--- src/rtl/cart_rom_reader.sv ---
// -----------------------------------------------------------------------------
// cart_rom_reader
//
// Sweeps a Game Boy cartridge ROM from START_ADDR to END_ADDR (inclusive,
// wrapping through 16'hFFFF -> 16'h0000 when END_ADDR < START_ADDR).
// For each address the address bus and read strobe are held for
// SETTLE_CYCLES clocks, the data bus is captured, and {out_addr, out_data}
// is offered on a valid/ready stream.
//
// Stream handshake: a byte transfers on a rising edge where out_valid and
// out_ready are both high. Once out_valid rises, out_valid, out_data and
// out_addr stay constant until that transfer (or an abort) occurs;
// out_ready may change freely and never affects out_valid combinationally.
//
// Optional build macro: CART_ROM_CHECKSUM_EN adds the 'checksum' output,
// a running 16-bit sum of every byte transferred on the stream.
//
// Ports:
//   clock           system clock, rising edge
//   reset           synchronous, active-high reset
//   start           begin a sweep (only looked at while idle)
//   abort           stop the current sweep, back to idle on the next edge
//   cart_data[7:0]  cartridge data bus
//   cart_addr[15:0] cartridge address bus
//   cart_rd_l       cartridge read strobe, active-low
//   cart_wr_l       cartridge write strobe, tied inactive (1)
//   cart_cs_sram_l  cartridge SRAM select, tied inactive (1)
//   cart_reset_l    cartridge reset, tied inactive (1)
//   out_valid       captured byte available
//   out_ready       downstream accepts the byte
//   out_data[7:0]   captured byte
//   out_addr[15:0]  address the byte was read from
//   busy            high whenever not idle
//   done            one-cycle pulse after the last byte is accepted
//   checksum[15:0]  (CART_ROM_CHECKSUM_EN only) sum of accepted bytes
// -----------------------------------------------------------------------------
module cart_rom_reader #(
    parameter int          SETTLE_CYCLES = 8,
    parameter logic [15:0] START_ADDR    = 16'h0000,
    parameter logic [15:0] END_ADDR      = 16'h7FFF
) (
    input  logic        clock,
    input  logic        reset,
    input  logic        start,
    input  logic        abort,
    input  logic [7:0]  cart_data,
    output logic [15:0] cart_addr,
    output logic        cart_rd_l,
    output logic        cart_wr_l,
    output logic        cart_cs_sram_l,
    output logic        cart_reset_l,
    output logic        out_valid,
    input  logic        out_ready,
    output logic [7:0]  out_data,
    output logic [15:0] out_addr,
    output logic        busy,
    output logic        done
`ifdef CART_ROM_CHECKSUM_EN
    ,
    output logic [15:0] checksum
`endif
);

    typedef enum logic [1:0] {
        IDLE         = 2'd0,
        SETTLE       = 2'd1,
        CAPTURE_WAIT = 2'd2,
        DONE         = 2'd3
    } state_t;

    // Counter value on the edge that captures the data bus.
    localparam logic [7:0] SETTLE_LAST = 8'(SETTLE_CYCLES - 1);

    state_t     state;
    logic [7:0] settle_cnt;

    // The cartridge is only ever read, never written or reset.
    assign cart_wr_l      = 1'b1;
    assign cart_cs_sram_l = 1'b1;
    assign cart_reset_l   = 1'b1;

    always_ff @(posedge clock) begin
        if (reset) begin
            state      <= IDLE;
            cart_addr  <= START_ADDR;
            cart_rd_l  <= 1'b1;
            out_valid  <= 1'b0;
            out_data   <= 8'h00;
            out_addr   <= 16'h0000;
            busy       <= 1'b0;
            done       <= 1'b0;
            settle_cnt <= 8'd0;
        end else begin
            case (state)
                IDLE: begin
                    done      <= 1'b0;
                    cart_rd_l <= 1'b1;
                    // abort in the same cycle cancels the start request.
                    if (start && !abort) begin
                        cart_addr  <= START_ADDR;
                        cart_rd_l  <= 1'b0;
                        settle_cnt <= 8'd0;
                        busy       <= 1'b1;
                        state      <= SETTLE;
                    end
                end

                SETTLE: begin
                    if (abort) begin
                        state     <= IDLE;
                        out_valid <= 1'b0;
                        cart_rd_l <= 1'b1;
                        busy      <= 1'b0;
                        done      <= 1'b0;
                    end else begin
                        settle_cnt <= settle_cnt + 8'd1;
                        if (settle_cnt == SETTLE_LAST) begin
                            out_data  <= cart_data;
                            out_addr  <= cart_addr;
                            out_valid <= 1'b1;
                            state     <= CAPTURE_WAIT;
                        end
                    end
                end

                CAPTURE_WAIT: begin
                    // abort wins over a same-cycle transfer; that byte is lost.
                    if (abort) begin
                        state     <= IDLE;
                        out_valid <= 1'b0;
                        cart_rd_l <= 1'b1;
                        busy      <= 1'b0;
                        done      <= 1'b0;
                    end else if (out_valid && out_ready) begin
                        out_valid <= 1'b0;
                        if (cart_addr == END_ADDR) begin
                            cart_rd_l <= 1'b1;
                            done      <= 1'b1;
                            state     <= DONE;
                        end else begin
                            // Natural 16-bit overflow gives the FFFF -> 0000 wrap.
                            cart_addr  <= cart_addr + 16'd1;
                            settle_cnt <= 8'd0;
                            state      <= SETTLE;
                        end
                    end
                end

                DONE: begin
                    // busy and done fall together as the sweep returns to idle.
                    done      <= 1'b0;
                    busy      <= 1'b0;
                    cart_rd_l <= 1'b1;
                    out_valid <= 1'b0;
                    state     <= IDLE;
                end

                default: begin
                    state     <= IDLE;
                    out_valid <= 1'b0;
                    cart_rd_l <= 1'b1;
                    busy      <= 1'b0;
                    done      <= 1'b0;
                end
            endcase
        end
    end

`ifdef CART_ROM_CHECKSUM_EN
    // Sums only bytes that actually transfer; an abort freezes the value.
    always_ff @(posedge clock) begin
        if (reset) begin
            checksum <= 16'h0000;
        end else if (state == IDLE && start && !abort) begin
            checksum <= 16'h0000;
        end else if (state == CAPTURE_WAIT && !abort && out_valid && out_ready) begin
            checksum <= checksum + {8'h00, out_data};
        end
    end
`endif

endmodule

--- config.mk ---
export PLATFORM = sky130hd
export DESIGN_NAME = cart_rom_reader
export DESIGN_NICKNAME = d
export VERILOG_FILES = /design/src/rtl/cart_rom_reader.sv
export SDC_FILE = /design/constraint.sdc
export NUM_CORES = 1
export LEC_CHECK = 0
export CAP_MARGIN = 25
export CORE_MARGIN = 8
export CORE_UTILIZATION = 50
export DETAILED_ROUTE_END_ITERATION = 8
export PLACE_DENSITY_LB_ADDON = 0.15
export SYNTH_ARGS = -nofsm -noshare
export SYNTH_HDL_FRONTEND = slang
export SYNTH_SLANG_ARGS = --single-unit
--- constraint.sdc ---
create_clock -name clock -period 2.9 [get_ports clock]
set_clock_uncertainty 0.2 [all_clocks]
set_input_delay 0.725 -clock clock [delete_from_list [all_inputs] [get_ports clock]]
set_output_delay 0.725 -clock clock [all_outputs]
set_load 0.01 [all_outputs]
# Word level (Yosys, flattened, before mapping)
# Index checks and enable logic that the tools add are counted.
# W data, S select, Z words.
dict set report word_totals {
  ff_bits 54
  latch_bits 0
  ram_bits 0
  romBits 0
  input_bits 13
  output_inout_bits 47
  wordCells 77
  mem_count 0
}
dict set report classes {
  addsub 2
  multipliers 0
  div_mod_pow 0
  magnitude_cmp 0
  n_eq_ne 15
  shift 0
  n_mux 34
  bitwise_logic 1
  n_reduce_logical 16
}
# operator n
set op_table {}
lappend op_table {{$mux W16} 4}
lappend op_table {{$mux W8} 5}
lappend op_table {{$pmux W16 S2} 1}
lappend op_table {{$pmux W8 S3} 1}
lappend op_table {{$add A16 B1 Y16 const B} 1}
lappend op_table {{$eq A16 B15 Y1 const B} 1}
lappend op_table {{$mux W1} 12}
lappend op_table {{$mux W2} 6}
lappend op_table {{$ne A2 B2 Y1 const B} 6}
lappend op_table {{$reduce_and A3 Y1} 4}
lappend op_table {{$ne A3 B3 Y1 const B} 3}
lappend op_table {{$pmux W1 S3} 3}
lappend op_table {{$add A8 B1 Y8 const B} 1}
lappend op_table {{$eq A8 B3 Y1 const B} 1}
lappend op_table {{$pmux W2 S4} 1}
lappend op_table {{$reduce_and A6 Y1} 1}
lappend op_table {{$reduce_bool A3 Y1} 2}
lappend op_table {{$reduce_and A5 Y1} 1}
lappend op_table {{$eq A2 B2 Y1 const B} 2}
lappend op_table {{$pmux W1 S4} 1}
lappend op_table {{$reduce_or A2 Y1} 2}
lappend op_table {{$eq A2 B1 Y1 const B} 1}
lappend op_table {{$logic_and A1 B1 Y1} 2}
lappend op_table {{$logic_not A2 Y1} 1}
lappend op_table {{other kinds (5)} 5}

# Longest topological paths before layout
# Gate-level depths: netlist of run 1.
dict set report depth {
  word_depth 5
  mapped_depth 9
  mapped_depth_nobuf 7
}

# Worst setup path after synthesis of run 1
# Ideal clock, no wire load.
dict set report synth_timing {
  path_kind {input to register}
  from {in abort}
  to {reg settle_cnt[7]}
  setup_ns 0.060
  arrival_ns 2.184
  required_ns 2.640
  path_slack_ns 0.456
  cell_stages 6
  path_buffers 1
  path_cell_list {buf_2 -> nor2b_1 -> or3b_1 -> a211o_1 -> or4_1 -> nand2_1}
}
dict set report synth_via {
  elab_chain_len 4
  elab_cells_between_ends 6
  classes_between {eq/ne: 3; reduce/logical: 3}
}
# element line_no
set synth_lines {}
lappend synth_lines {{start, declared} 45} ;# input logic abort,
lappend synth_lines {{$logic_not A1 Y1} 99} ;# if (start && !abort) begin
lappend synth_lines {{$logic_and A1 B1 Y1} 99}
lappend synth_lines {{$ne A2 B2 Y1 (no source line)} --}
lappend synth_lines {{$reduce_and A6 Y1 (no source line) (*)} --}
lappend synth_lines {{end signal, assigned} 116} ;# settle_cnt <= settle_cnt + 8'd1;
lappend synth_lines {{end, declared} 75} ;# logic [7:0] settle_cnt;
# Every way passes the cells marked *; elsewhere a longest branch is shown, timed or not.
# A chain may end at the register's enable or synchronous reset.

# Worst setup path after layout of run 1
# Same ends and word-level chain as after synthesis.

==> results.cfg, run 1 <==
[final_layout]
final_cell_area_sq_mm = 0.003528
n_fill_cell = 460
n_antenna_cell = 0
layout.nets = 395
area_growth_pct = 28.47
final_cell_count_no_fill = 449
drive_above_1_share_pct = 12.20

[logic_synthesis]
synth_top_area_share_pct = 39.36
seq_area_frac_synth_pct = 39.36
async_reset_ff_share_pct = 0
synth.mux.area_fraction_pct = 10.30
synthXorXnorAreaFrac_pct = 0
synth-compound-area-share_pct = 16.58
avgSynthCellArea_sq_um = 8.691
ys_top_cells_by_area = dfxtp_1 (39%), mux2i_1 (9.5%), nor2_1 (4.2%)
yosysTopAreaCell = dfxtp_1
synth.distinct_cells = 60
syn_area_sq_mm = 0.002746
synth_edf_count = 0
yosys.area_share.adder_pct = 2.733
synth_warnings = 0
yosys.area_share.simple_pct = 25.15
synth_common_cells = dfxtp_1 (54), nor2_1 (31), nand2_1 (30)
ys_seq_elements = 54
synth.most_common_cell = dfxtp_1
synth-main-ff-cell = dfxtp_1
synth_top_family_by_area = simple AND/OR/NAND/NOR gates
netlist_instances = 316

[grt]
grt_pass1_vias = 2469
grt_pass1_wl_mm = 11.54
grt_max_degree = 46
grt_usage_pct = 16.62
antenna_found_initial = 0
grt-ovfl-total = 0

[drt]
viasPerCell = 5.557
num_vias = 2495
drt_pass1_iterations = 4
totalWireLength_mm = 6.694
wl_per_cell_um = 14.91
ant_nets = 0
drt_iter0_markers = 139
drcViolationCount = 0

[setup_path]
critPathSlowestCell = clkdlybuf4s50_1
critical_path_buf_inv_count = 1
path_delay_family = simple AND/OR/NAND/NOR gates
worstSetupPathType = primary input to flop
required_ns = 2.96
worstPathArrival_ns = 2.73
cp_cell_sequence = clkdlybuf4s50_1 > nor2b_1 > or3b_1 > a211o_1 > or4_1 > nand2_1
end_kind = flop
crit_fanout = 10
rrSetupSlack_ns = 0.33
worst_setup_path_start_kind = primary input
max_stage_delay_ns = 0.55

[pwr]
total_leakage_power_nw = 1.445
internal-power_mw = 1.028
pwr-share-seq_pct = 53.2
combPwrFrac_pct = 16.3
pwr-share-clk_pct = 30.5
powerDensity_mw_per_mm2 = 402.8
switching_share_pct = 27.70
finalPower_mw = 1.421
peakVddDrop_mv = 0.2790
p_switching_uw = 393.6

[run]
max_cap_viol_count = 0

[hold_path]
hold_path_class = flop to flop

[timing]
finalHoldViolations = 0
rsz0062_at_grt = false
fin_crit_sh_pct = 92.12
max_freq_ghz = 0.3743
final-max-slew-violation-count = 0
tns_ns = 0
timing.final.crit_period_ns = 2.671
setup_viol = 0
worst_hold_slack_ns = 0.2845

[placement]
dp.cells = 441
dpl_cell_area_sq_mm = 0.003436
finalWeightedCongestion = 0.8752
io_buffers = 56
hpwl_mm = 4.724

[cts]
cts_buffer_depth = 2
worstSkewPairLatency_ns = 0.32
cts_tree = yes
cts_resized = 0
clkTransAtPathRegs_ns = 0.10
hold_buffers = 0
cts_made_buffers = 5
htreeDepth = 2
cts_root_buf = clkbuf_8
cts_sinks = 54
post-cts-setup-buffer-count = 0

[floorplanning]
die_area_sq_mm = 0.008121
core.rowCount = 27
ios = 60
start_util_pct = 50.81
fp.coreArea_sq_mm = 0.005405
dieWidth_um = 90.12
die_y_um = 90.12

[outcome]
outcome = completed
power groups by stage:
| stage | Clock [mW] | Combinational, mW | Sequential (mW) |
|---|---|---|---|
| 2_1_floorplan | 0 | 0.154 | 0.773 |
| 3_3_place_gp | 0 | 0.226 | 0.773 |
| 3_5_place_dp | 0 | 0.228 | 0.774 |
| 4_1_cts | 0.450 | 0.230 | 0.756 |
| 5_1_grt | 0.482 | 0.260 | 0.758 |
| 6_report | 0.433 | 0.232 | 0.756 |
worst register-to-register path: stages (launching register included):
cell	delay, ns
dfxtp_1	0.44
ha_1	0.25
nand3_2	0.21
or4_1	0.68
nor3_4	0.37
nor3b_1	0.11
a32o_1	0.22
worst paths after layout:
| kind | cells after the start | to | from |
|---|---|---|---|
| setup / recovery | 6 | settle_cnt[7]$_SDFFE_PP0P_ | abort |
| hold reg to reg | 2 | cart_rd_l$_SDFFE_PP1P_ | cart_rd_l$_SDFFE_PP1P_ |
| setup reg to reg | 6 | settle_cnt[5]$_SDFFE_PP0P_ | cart_addr[1]$_SDFFE_PP0P_ |
| hold / removal | 2 | cart_rd_l$_SDFFE_PP1P_ | cart_rd_l$_SDFFE_PP1P_ |
state kept, by name, indices dropped and copies added (netlist names):
name and count:
busy 1, cart_addr 16, cart_rd_l 1, done 1, out_addr 16, out_data 8, out_valid 1, settle_cnt 8
state 2
placed cells by master, fill, tap and decap left out, types with 6 or more instances in the layout:
cell type / netlist / final
clkdlybuf4s50_1: 0 / 56
mux2i_1: 26 / 26
a21oi_1: 19 / 19
nand3_1: 10 / 10
ha_1: 6 / 6
nor3_1: 13 / 13
nand2_1: 30 / 30
buf_4: 4 / 18
dfxtp_1: 54 / 54
inv_1: 9 / 9
o21ai_0: 14 / 14
nor2_1: 31 / 31
area by class of cell:
type                            instances  area, sq um  share of cell area [%]
Clock buffer                            5        68.82                   1.950
Clock inverter                          3        23.77                  0.6738
Inverter                                9        33.78                  0.9574
Multi-Input combinational cell        231         1515                   42.94
Sequential cell                        54         1081                   30.64
Tap cell                               72        90.09                   2.553
Timing Repair Buffer                   75        715.7                   20.28
cell families after synthesis:
logic type	after synthesis
mux	28
flops	54
simple gates	126
compound gates	68
other cells	1
buf+inv	33
fa+ha+maj	6
through the flow:
stage	utilization (%)	setup slack (ns)
2_1_floorplan	-	0.4557
3_3_place_gp	63.56	-0.02475
3_5_place_dp	63.56	-0.08307
4_1_cts	65.28	0.2406
5_1_grt	65.28	0.07204
6_report	65.28	0.2286
per-layer routing:
metal  part of all wire [%]  GRT usage [%]  routed length [um]
met5                      0              0                   0
met1                     47          20.31                3136
met4                    1.3          6.935                  89
met2                     43          24.79                2882
met3                    8.8          7.315                 586
(Power assumes the default switching activity.)
==> inputs of run 2 (changes only) <==
--- a/config.mk
+++ b/config.mk
@@ -6,8 +6,10 @@
 export NUM_CORES = 1
 export LEC_CHECK = 0
 export CAP_MARGIN = 25
+export CELL_PAD_IN_SITES_DETAIL_PLACEMENT = 0
+export CELL_PAD_IN_SITES_GLOBAL_PLACEMENT = 1
 export CORE_MARGIN = 8
-export CORE_UTILIZATION = 50
+export CORE_UTILIZATION = 38
 export DETAILED_ROUTE_END_ITERATION = 8
 export PLACE_DENSITY_LB_ADDON = 0.15
 export SYNTH_ARGS = -nofsm -noshare
==> constraint.sdc (replaced) <==
create_clock -name clock -period 2.9 [get_ports clock]
set_clock_uncertainty 0.2 [all_clocks]
set_input_delay 0.29 -clock clock [delete_from_list [all_inputs] [get_ports clock]]
set_output_delay 0.29 -clock clock [all_outputs]
set_load 0.01 [all_outputs]
==> run 2 against run 1 <==
Worst hold slack lost 0.0029 ns. Worst setup slack gained 0.25 ns. Maximum frequency grew 11%. Power shrank 1.7%. Critical path depth is the same. Count of clock-buffer cells in the layout grew 1. Non-clock buffer count shrank 5. Sequential power is essentially flat. Largest power group unchanged.
==> results.cfg, run 2 (synthesis gave the netlist of run 1 again) <==
[final_layout]
layout_commonest_cell = clkdlybuf4s50_1
drive_above_1_share_pct = 10.54
n_antenna_cell = 0
layout.nets = 390
mostFrequentLayoutCells = clkdlybuf4s50_1 (56), dfxtp_1 (54), nor2_1 (31), nand2_1 (30), mux2i_1 (26)
largestRegisters = cart_addr x16, out_addr x16
final_cell_count_no_fill = 469
area_growth_pct = 27.97
post-route-util_pct = 49.25

[cts]
cts_sinks = 54
worstSkewPairLatency_ns = 0.30
hold_buffers = 0
clkTransAtPathRegs_ns = 0.09
cts_tree = yes
htreeDepth = 2
cts_root_buf = clkbuf_8
cts_resized = 0
post-cts-setup-buffer-count = 0
cts_made_buffers = 5
cts_buffer_depth = 2

[pwr]
finalPower_mw = 1.398
powerDensity_mw_per_mm2 = 397.7
internal-power_mw = 1.033
pwr-share-clk_pct = 29.8
switching_share_pct = 26.10
peakVddDrop_mv = 0.1797
pwr-share-seq_pct = 54.1
total_leakage_power_nw = 1.421
p_switching_uw = 364.8
combPwrFrac_pct = 16.1

[drt]
viasPerCell = 5.264
ant_nets = 0
drcViolationCount = 0
wl_per_cell_um = 15.09
drt_iter0_markers = 114
drt_pass1_iterations = 4
num_vias = 2469
totalWireLength_mm = 7.077

[placement]
dp.cells = 463
hpwl_mm = 4.971
io_buffers = 56
pre_cts_ws_ns = 0.2579
finalWeightedCongestion = 0.7980

[setup_path]
rrSetupSlack_ns = 0.48
required_ns = 2.90
worstPathArrival_ns = 2.42
reg2regPathDepth = 6
worstSetupPathType = flop to flop
timing.rr.end = settle_cnt[5]$_SDFFE_PP0P_
crit_fanout = 11
end_kind = flop
timing.rr.start = cart_addr[1]$_SDFFE_PP0P_
startpoint = cart_addr[1]$_SDFFE_PP0P_
worst_setup_path_start_kind = flop

[floorplanning]
ios = 60
die_area_sq_mm = 0.01020
core.rowCount = 31
fp.coreArea_sq_mm = 0.007137
start_util_pct = 38.48
dieWidth_um = 101.0
die_y_um = 101.0

[timing]
worst_slack_ns = 0.4835
timing.final.crit_period_ns = 2.416
relSlewSlack_pct = 66.51
final-max-slew-violation-count = 0
setup_viol = 0
fin_crit_sh_pct = 83.33
tns_ns = 0
finalHoldViolations = 0
max_freq_ghz = 0.4138
rsz0062_at_grt = false
tightestPinTransition_ns = 0.5024

[grt]
grt_max_degree = 46
grt_pass1_vias = 2334
grt-ovfl-total = 0
grt_pass1_wl_mm = 11.50
antenna_found_initial = 0
grt_usage_pct = 13.92

[hold_path]
hold_start = cart_rd_l$_SDFFE_PP1P_
min_to = cart_rd_l$_SDFFE_PP1P_
holdPathStages = 2
hold_path_class = flop to flop

[outcome]
outcome = completed

[run]
max_cap_viol_count = 0
==> run 2: changes by cell type in the layout (fill, tap and decap cells not counted), sizes merged <==
cell	before	now
clkbuf	5	6
inv	10	9
buf	19	14
clkinvlp	2	0
==> run 2: power by group through the flow <==
stage | combinational, mW | clock (mW) | sequential [mW]
after floorplan | 0.154 | 0 | 0.773
after global placement | 0.223 | 0 | 0.773
after detailed placement | 0.223 | 0 | 0.773
after CTS | 0.224 | 0.440 | 0.756
after global routing | 0.252 | 0.461 | 0.758
final | 0.226 | 0.417 | 0.756
==> run 2: worst max-delay path by stage <==
stage	endpoint	slack [ns]	cells past startpoint
2_1_floorplan	cart_addr[2]$_SDFFE_PP0P_	0.60	9
3_3_place_gp	settle_cnt[7]$_SDFFE_PP0P_	0.30	6
3_5_place_dp	settle_cnt[7]$_SDFFE_PP0P_	0.26	6
4_1_cts	settle_cnt[5]$_SDFFE_PP0P_	0.47	6
5_1_grt	settle_cnt[0]$_SDFFE_PP0P_	0.31	8
6_report	settle_cnt[5]$_SDFFE_PP0P_	0.48	6
==> run 2: worst max-delay path, stage by stage, from the launching register on <==
cell     delay (ns)
dfxtp_1        0.43
ha_1           0.24
nand3_2        0.10
or4_1          0.66
nor3_4         0.38
nor3b_1        0.10
a32o_1         0.21
==> run 2: cell type report <==
cell class / instances / area, sq um
fillers: 737 / 3622
multi-input cells: 231 / 1515
flip-flops and latches: 54 / 1081
repair buffers: 70 / 678.2
well taps: 99 / 123.9
clock buffers: 6 / 82.58
inverters: 9 / 33.78
==> run 2: through the flow <==
| step | cell area (sq um) | hold slack [ns] |
|---|---|---|
| after CTS | 3515 | 0.2912 |
| final | 3515 | 0.2817 |
| after floorplan | 2754 | 0.2339 |
| after global placement | 3432 | 0.2638 |
| after global routing | 3515 | 0.3050 |
| after detailed placement | 3432 | 0.2671 |
==> run 2: routing by layer <==
metal  up-vias  global-route usage (%)  share of wire, %  wire, um
li1       1242                       -                 -         -
met1      1157                   17.53                47      3313
met2        63                   22.36                45      3168
met3         7                   4.627               7.6       540
met4         0                   3.093              0.78        55
met5         -                       0                 0         0
